==> src/rtl/puf_uart_pkg.sv <==
// Shared state encoding, baud-divider helper and 8N1 framing constants for the PUF UART host.
// Latency: none (types, constants and an elaboration-time function only).
// Backpressure: none.
package puf_uart_pkg;

  typedef enum logic [1:0] {IDLE, TX, RX, FIN} state_t;

  localparam logic START_BIT = 1'b0;
  localparam logic STOP_BIT  = 1'b1;
  localparam int   DATA_BITS = 8;

  function automatic int clks_per_bit(input int clk_fre_mhz, input int baud);
    return (clk_fre_mhz * 1000000) / baud;
  endfunction

endpackage

==> src/rtl/puf_uart_rx_byte.sv <==
// 8N1 byte receiver: 2-FF synchroniser, falling-edge start detect, mid-bit sampling.
// Latency: byte_vld pulses one cycle after the mid-stop-bit sample.
// Backpressure: none; en low holds the receiver in hunt and drops line activity.
module puf_uart_rx_byte
  import puf_uart_pkg::*;
#(
  parameter int CLKS_PER_BIT = 138
) (
  input  logic                 clk,
  input  logic                 n_reset,
  input  logic                 en,
  input  logic                 uart_rx,
  output logic                 start_det,
  output logic                 byte_vld,
  output logic [DATA_BITS-1:0] byte_dat,
  output logic                 stop_err
);

  localparam int HALF = CLKS_PER_BIT / 2;
  localparam int CW   = $clog2(CLKS_PER_BIT);
  localparam int IW   = $clog2(DATA_BITS);

  typedef enum logic [1:0] {R_HUNT, R_START, R_DATA, R_STOP} rx_state_t;

  rx_state_t            rstate, rstate_nxt;
  logic [2:0]           sync_q;  // [1:0] synchroniser, [2] previous synced value
  logic [CW-1:0]        cnt;
  logic [IW-1:0]        bit_idx;
  logic [DATA_BITS-1:0] shreg;
  logic                 rx_s, fall, bit_end, half_pt;

  assign rx_s    = sync_q[1];
  assign fall    = sync_q[2] & ~sync_q[1];
  assign bit_end = (cnt == CW'(CLKS_PER_BIT - 1));
  assign half_pt = (cnt == CW'(HALF - 1));

  always_ff @(posedge clk or negedge n_reset) begin
    if (!n_reset) rstate <= R_HUNT;
    else          rstate <= rstate_nxt;
  end

  always_comb begin
    rstate_nxt = rstate;
    start_det  = 1'b0;
    case (rstate)
      R_HUNT: begin
        if (fall) begin
          rstate_nxt = R_START;
          start_det  = 1'b1;
        end
      end
      // A start bit that is high again at half-bit was a glitch
      R_START: if (half_pt) rstate_nxt = (rx_s == START_BIT) ? R_DATA : R_HUNT;
      R_DATA:  if (bit_end && bit_idx == IW'(DATA_BITS - 1)) rstate_nxt = R_STOP;
      R_STOP:  if (bit_end) rstate_nxt = R_HUNT;
      default: rstate_nxt = R_HUNT;
    endcase
    if (!en) begin
      rstate_nxt = R_HUNT;
      start_det  = 1'b0;
    end
  end

  always_ff @(posedge clk or negedge n_reset) begin
    if (!n_reset) begin
      sync_q   <= '1;
      cnt      <= '0;
      bit_idx  <= '0;
      shreg    <= '0;
      byte_vld <= 1'b0;
      byte_dat <= '0;
      stop_err <= 1'b0;
    end else begin
      sync_q   <= {sync_q[1:0], uart_rx};
      byte_vld <= 1'b0;
      if (rstate == R_HUNT || rstate_nxt != rstate || bit_end) cnt <= '0;
      else                                                     cnt <= cnt + 1'b1;
      if (rstate == R_START) bit_idx <= '0;
      if (rstate == R_DATA && bit_end) begin
        shreg   <= {rx_s, shreg[DATA_BITS-1:1]};
        bit_idx <= bit_idx + 1'b1;
      end
      if (en && rstate == R_STOP && bit_end) begin
        byte_vld <= 1'b1;
        byte_dat <= shreg;
        stop_err <= (rx_s != STOP_BIT);
      end
    end
  end

endmodule

==> src/rtl/puf_uart_host.sv <==
// PUF host: sends a challenge 8N1 on uart_tx, gathers NUM_RESP reply bytes into resp_data (timeout via PUF_HOST_TIMEOUT_EN).
// Latency: Challenge_Bit/8*10 bit-times of TX, then RX until NUM_RESP good bytes; done one cycle later.
// Backpressure: start is ignored while busy; reply bytes cannot be stalled.
module puf_uart_host
  import puf_uart_pkg::*;
#(
  parameter int Challenge_Bit = 8,
  parameter int CLK_FRE       = 16,
  parameter int BAUD_RATE     = 115200,
  parameter int NUM_RESP      = 15,
  parameter int TIMEOUT_BITS  = 2000
) (
  input  logic                     clk,
  input  logic                     n_reset,
  input  logic                     start,
  input  logic [Challenge_Bit-1:0] challenge,
  input  logic                     uart_rx,
  output logic                     uart_tx,
  output logic                     busy,
  output logic                     done,
  output logic [8*NUM_RESP-1:0]    resp_data,
  output logic                     frame_err,
  output logic                     timeout
);

  localparam int CPB        = clks_per_bit(CLK_FRE, BAUD_RATE);
  localparam int NBYTES     = Challenge_Bit / 8;
  localparam int CW         = $clog2(CPB);
  localparam int BW         = (NBYTES > 1) ? $clog2(NBYTES) : 1;
  localparam int KW         = $clog2(NUM_RESP + 1);
  localparam int FRAME_LAST = DATA_BITS + 1;

  if (Challenge_Bit == 0 || Challenge_Bit % 8 != 0 || TIMEOUT_BITS < 1) begin : g_bad_cfg
    $error("puf_uart_host: Challenge_Bit must be a non-zero multiple of 8, TIMEOUT_BITS >= 1");
  end

  state_t                 state, state_nxt;
  logic [Challenge_Bit-1:0] chal_sh;
  logic [CW-1:0]          tx_cnt;
  logic [3:0]             tx_pos;
  logic [BW-1:0]          tx_byte;
  logic [KW-1:0]          rx_k;
  logic                   start_acc, tx_bit_end, tx_last, rx_full, to_hit;
  logic                   byte_vld, stop_err, start_det;
  logic [DATA_BITS-1:0]   byte_dat;

  assign start_acc  = (state == IDLE) && start;
  assign tx_bit_end = (tx_cnt == CW'(CPB - 1));
  assign tx_last    = tx_bit_end && (tx_pos == 4'(FRAME_LAST)) && (tx_byte == BW'(NBYTES - 1));
  assign rx_full    = (state == RX) && byte_vld && !stop_err && (rx_k == KW'(NUM_RESP - 1));

  puf_uart_rx_byte #(
    .CLKS_PER_BIT(CPB)
  ) u_rx (
    .clk      (clk),
    .n_reset  (n_reset),
    .en       (state == RX),
    .uart_rx  (uart_rx),
    .start_det(start_det),
    .byte_vld (byte_vld),
    .byte_dat (byte_dat),
    .stop_err (stop_err)
  );

  always_ff @(posedge clk or negedge n_reset) begin
    if (!n_reset) state <= IDLE;
    else          state <= state_nxt;
  end

  always_comb begin
    state_nxt = state;
    busy      = 1'b0;
    done      = 1'b0;
    case (state)
      IDLE: if (start) state_nxt = TX;
      TX: begin
        busy = 1'b1;
        if (tx_last) state_nxt = RX;
      end
      RX: begin
        busy = 1'b1;
        if (rx_full || to_hit) state_nxt = FIN;
      end
      FIN: begin
        done      = 1'b1;
        state_nxt = IDLE;
      end
      default: state_nxt = IDLE;
    endcase
  end

  // Challenge bits shift out of chal_sh LSB-first, so bytes chain with no gap
  always_ff @(posedge clk or negedge n_reset) begin
    if (!n_reset) begin
      uart_tx <= STOP_BIT;
      chal_sh <= '0;
      tx_cnt  <= '0;
      tx_pos  <= '0;
      tx_byte <= '0;
    end else if (start_acc) begin
      uart_tx <= START_BIT;
      chal_sh <= challenge;
      tx_cnt  <= '0;
      tx_pos  <= '0;
      tx_byte <= '0;
    end else if (state == TX) begin
      tx_cnt <= tx_bit_end ? '0 : tx_cnt + 1'b1;
      if (tx_bit_end) begin
        if (tx_pos == 4'(FRAME_LAST)) begin
          tx_pos  <= '0;
          tx_byte <= tx_byte + 1'b1;
          uart_tx <= tx_last ? STOP_BIT : START_BIT;
        end else if (tx_pos == 4'(DATA_BITS)) begin
          tx_pos  <= tx_pos + 1'b1;
          uart_tx <= STOP_BIT;
        end else begin
          tx_pos  <= tx_pos + 1'b1;
          uart_tx <= chal_sh[0];
          chal_sh <= chal_sh >> 1;
        end
      end
    end else begin
      uart_tx <= STOP_BIT;
    end
  end

  // Slots are only overwritten by good bytes; earlier results persist across starts
  always_ff @(posedge clk or negedge n_reset) begin
    if (!n_reset) begin
      resp_data <= '0;
      rx_k      <= '0;
      frame_err <= 1'b0;
    end else if (start_acc) begin
      rx_k      <= '0;
      frame_err <= 1'b0;
    end else if (state == RX && byte_vld) begin
      if (stop_err) begin
        frame_err <= 1'b1;
      end else begin
        resp_data[{rx_k, 3'b000} +: DATA_BITS] <= byte_dat;
        rx_k <= rx_k + 1'b1;
      end
    end
  end

`ifdef PUF_HOST_TIMEOUT_EN
  localparam int TO_LIMIT = TIMEOUT_BITS * CPB;
  localparam int TW       = $clog2(TO_LIMIT + 1);

  logic [TW-1:0] to_cnt;

  assign to_hit = (state == RX) && (to_cnt == TW'(TO_LIMIT - 1));

  always_ff @(posedge clk or negedge n_reset) begin
    if (!n_reset) begin
      to_cnt  <= '0;
      timeout <= 1'b0;
    end else begin
      if (state != RX || start_det) to_cnt <= '0;
      else                          to_cnt <= to_cnt + 1'b1;
      if (start_acc)                timeout <= 1'b0;
      else if (to_hit && !rx_full)  timeout <= 1'b1;
    end
  end
`else
  logic unused_start_det;

  assign unused_start_det = start_det;
  assign to_hit           = 1'b0;
  assign timeout          = 1'b0;
`endif

endmodule

==> config.mk <==
export PLATFORM = sky130hd
export DESIGN_NAME = puf_uart_host
export DESIGN_NICKNAME = d
export VERILOG_FILES = /design/src/rtl/puf_uart_pkg.sv /design/src/rtl/puf_uart_rx_byte.sv /design/src/rtl/puf_uart_host.sv
export SDC_FILE = /design/constraint.sdc
export NUM_CORES = 1
export LEC_CHECK = 0
export BUFFER_PORTS_ARGS = -buffer_cell sky130_fd_sc_hd__buf_2
export CORE_MARGIN = 3
export CORE_UTILIZATION = 55
export CTS_BUF_LIST = sky130_fd_sc_hd__clkbuf_4
export DETAILED_ROUTE_END_ITERATION = 7
export GPL_ROUTABILITY_DRIVEN = 0
export GPL_TIMING_DRIVEN = 0
export PLACE_DENSITY = 0.87
export SYNTH_ARGS = -nofsm -noshare
export SYNTH_HDL_FRONTEND = slang
export SYNTH_SLANG_ARGS = --single-unit
==> constraint.sdc <==
create_clock -name clk -period 3.54 [get_ports clk]
set_clock_uncertainty 0.05 [all_clocks]
set_input_delay 0.708 -clock clk [delete_from_list [all_inputs] [get_ports clk]]
set_output_delay 0.708 -clock clk [all_outputs]
set_load 0.05 [all_outputs]
==> flow_summary_export.csv <==
group,metric,value,unit
final_layout,fin_nets,810,
final_layout,drive_above_1_share,42.48,%
sta,fin_crit,2.857,ns
global_route,grt_max_degree,112,
worst_setup_path,reg2regPathDepth,7,
sta,tightest_slew,0.8230,ns
yosys,yosysSeqAreaShare,57.53,%
worst_setup_path,slowest_stage,"dfrtp_1",
worst_setup_path,slowest_delay,0.56,ns
final_layout,fin_area,9219,µm²
yosys,synthXorXnorAreaFrac,1.429,%
power_and_ir_drop,power.density,365.8,nW/µm²
clocking,ctsHoldBuffers,0,
power_and_ir_drop,p_int,2608,µW
yosys,avgSynthCellArea,12.79,µm²
yosys,synth_seq_cells,183,
power_and_ir_drop,clkPwrFrac,36.3,%
worst_setup_path,timing.rr.start,"rx_k[0]$_DFFE_PN0P_",
sta,setup-violations-final,0,
power_and_ir_drop,total_power,3372,µW
floorplan,die_h,126.4,µm
worst_hold_path,hold_class,"in2async",
placement,place_inst,939,
drt,wire_per_inst,17.20,µm
flow_run,cap_violations,0,
status,status,"complete, no violations",
sta,max_slew_margin,44.74,%
yosys,synth_top_family_by_area,"multiplexers",
worst_setup_path,cp.required,3.95,ns
power_and_ir_drop,seqPwrFrac,62.1,%
yosys,synth_area,7969,µm²
sta,setup_tns,0,ns
yosys,synth_cell_types,53,
floorplan,row_count,43,
yosys,syn_inst,623,
yosys,yosys-mux-area-fraction,19.80,%
global_route,grt_pass1_wl,27700,µm
worst_setup_path,critical_path_class,"reg2reg",
drt,detail-route-antenna-nets,0,
drt,first_pass_iters,5,
sta,finalCritPeriodShare,80.70,%
global_route,antenna_found_initial,0,
yosys,synthAdderAreaFrac,3.140,%
clocking,cts_resized,0,
sta,hold_viol,0,
worst_setup_path,critical_path_arrival,3.27,ns
clocking,cts_tree,"done",
yosys,synthSimpleGateAreaFrac,10.66,%
power_and_ir_drop,swShare,22.66,%
yosys,synthArstFlopShare,100.0,%
worst_setup_path,endpoint_kind,"flop",
global_route,grt_pass1_vias,5445,
worst_setup_path,startpoint_type,"flop",
yosys,synth_top_cell_by_area,"dfrtp_1",
yosys,yosysTopAreaCellShare,56.21,%
power_and_ir_drop,irDropWorstVdd,0.2698,mV
placement,dp_slack,0.7180,ns
placement,portBuffers,135,
clocking,ctsLongestPathBuffers,2,
floorplan,die_x,126.4,µm
drt,vias,5396,
clocking,clock-sinks,183,
yosys,synth.most_common_cell,"dfrtp_1",
clocking,clkSlewWorstSetupHoldPaths,0.14,ns
yosys,synth_fp_nets,655,
global_route,grt_usage,21.60,%
yosys,ys_warn_count,0,
yosys,yosys-top-cells-area,"dfrtp_1 (56%), mux2_2 (19%), ha_1 (3.1%), nand2_1 (2.1%), nor2_1 (1.7%)",
power_and_ir_drop,p_sw,764.2,µW
placement,dp_hpwl,11840,µm
placement,place_area,8907,µm²
drt,routed_wl,16700,µm
final_layout,stdcell_count,971,
worst_setup_path,r2r_end,"resp_data[106]$_DFFE_PN0P_",
yosys,synth-edff-count,0,
worst_setup_path,cp_max_fo,8,
final_layout,antenna-diode-count,0,
sta,clock.fmax,0.3500,GHz
worst_setup_path,crit_chain,"inv_1, ha_1, nor2b_2, a211oi_4, nand3_1, nor2_2, mux2_2",
yosys,synth_common_cells,"dfrtp_1 (179), mux2_2 (136), nand2_1 (44)",
clocking,worst_skew_pair.late_latency,0.57,ns
power_and_ir_drop,p_leak,0.004934,µW
sta,setup_slack,0.6831,ns
floorplan,coreArea,14040,µm²
clocking,cts_root_buf,"clkbuf_4",
drt,drc,0,
sta,slew_viol_final,0,
floorplan,dieArea,15970,µm²
clocking,cts_buffers,17,
global_route,overflow,0,
yosys,synth_ff_type,"dfrtp_1",
yosys,synth-compound-area-share,5.040,%
sta,rsz0062_at_grt,"false",
clocking,cts_setup_buffers,0,
power_and_ir_drop,p_comb_share,1.6,%
clocking,htree_levels,4,
drt,routed_via_density,5.557,
final_layout,syn2layout_area_growth,15.69,%
drt,drt_iter0_markers,431,
floorplan,start_util,56.75,%
worst_setup_path,rrSetupSlack,0.68,ns
floorplan,io_pins,137,
[metal layers]
| metal | up-vias | wire (µm) | global-route usage [%] |
|---|---|---|---|
| met5 | - | 0 | 0 |
| met4 | 0 | 451 | 8.959 |
| met3 | 28 | 868 | 4.505 |
| met2 | 158 | 8063 | 33.84 |
| met1 | 2719 | 7318 | 29.69 |
| li1 | 2491 | - | - |
[metrics by stage]
stage               hold WS [ns]  utilization [%]
floorplan                 0.2952                -
global placement          0.2969            63.16
detailed placement        0.2987            63.43
CTS                      0.02327            65.65
global route             0.01254            65.65
finish                  0.009521            65.65
[how the worst max path moves through the flow]
stage	start	depth (start not counted)	end	slack, ns
after global placement	n_reset	1	resp_data[38]$_DFFE_PN0P_	-1.10
after detailed placement	rx_k[0]$_DFFE_PN0P_	7	resp_data[106]$_DFFE_PN0P_	0.72
after floorplan	rx_k[0]$_DFFE_PN0P_	9	resp_data[56]$_DFFE_PN0P_	1.12
after global routing	rx_k[0]$_DFFE_PN0P_	7	resp_data[104]$_DFFE_PN0P_	0.48
after CTS	rx_k[0]$_DFFE_PN0P_	7	resp_data[106]$_DFFE_PN0P_	0.69
final	rx_k[0]$_DFFE_PN0P_	7	resp_data[106]$_DFFE_PN0P_	0.68
[state kept, by name, summed over array words and instances, names as in the netlist, 4 cells and up]
register / cells
chal_sh: 8
resp_data: 120
rx_k: 4
tx_cnt: 8
tx_pos: 4
u_rx.byte_dat: 8
u_rx.cnt: 8
u_rx.shreg: 8
[critical path: cells and delay by family (launching register included)]
kind,cells,cell delay [ns]
flops,1,0.56
compound gates,1,0.40
buf+inv,1,0.19
fa+ha+maj,1,0.30
mux,1,0.40
simple gates,3,0.83
[power groups by stage]
stage                     Clock [µW]  Combinational, µW  Sequential (µW)
after floorplan                    0               4.44             2130
after global placement             0               51.4             2130
after detailed placement           0               56.8             2130
after CTS                       1250               57.0             2100
after global routing            1340               63.6             2100
final                           1220               54.0             2100
[logic make-up (layout without fill, tap and decap cells)]
logic type / after synthesis / in the layout
fa+ha+maj: 20 / 20
flops: 183 / 183
xor+xnor: 13 / 13
other cells: 1 / 1
simple gates: 162 / 162
mux: 140 / 140
buf+inv: 43 / 211
compound gates: 61 / 61
[final cells by class]
cell class / count / area [µm²]
clock inverter: 14 / 176.4
clock buffer: 18 / 135.1
buffer: 25 / 120.1
inverter: 18 / 67.56
timing repair buffer: 136 / 713.2
sequential: 183 / 4584
tap: 180 / 225.2
fill: 1037 / 4823
multi-input combinational: 397 / 3197
[cells in the final DEF, fill, tap and decap left out, drive strengths merged, types with 7 or more instances in the layout]
cell    count
clkbuf     36
xnor2       9
and3       16
nand3      19
nor2       42
nand2      46
a21oi       7
ha         20
o21ai      22
a31oi      14
dfrtp     179
buf       143
and2       13
inv        20
mux2      138
(Power assumes the default switching activity.)
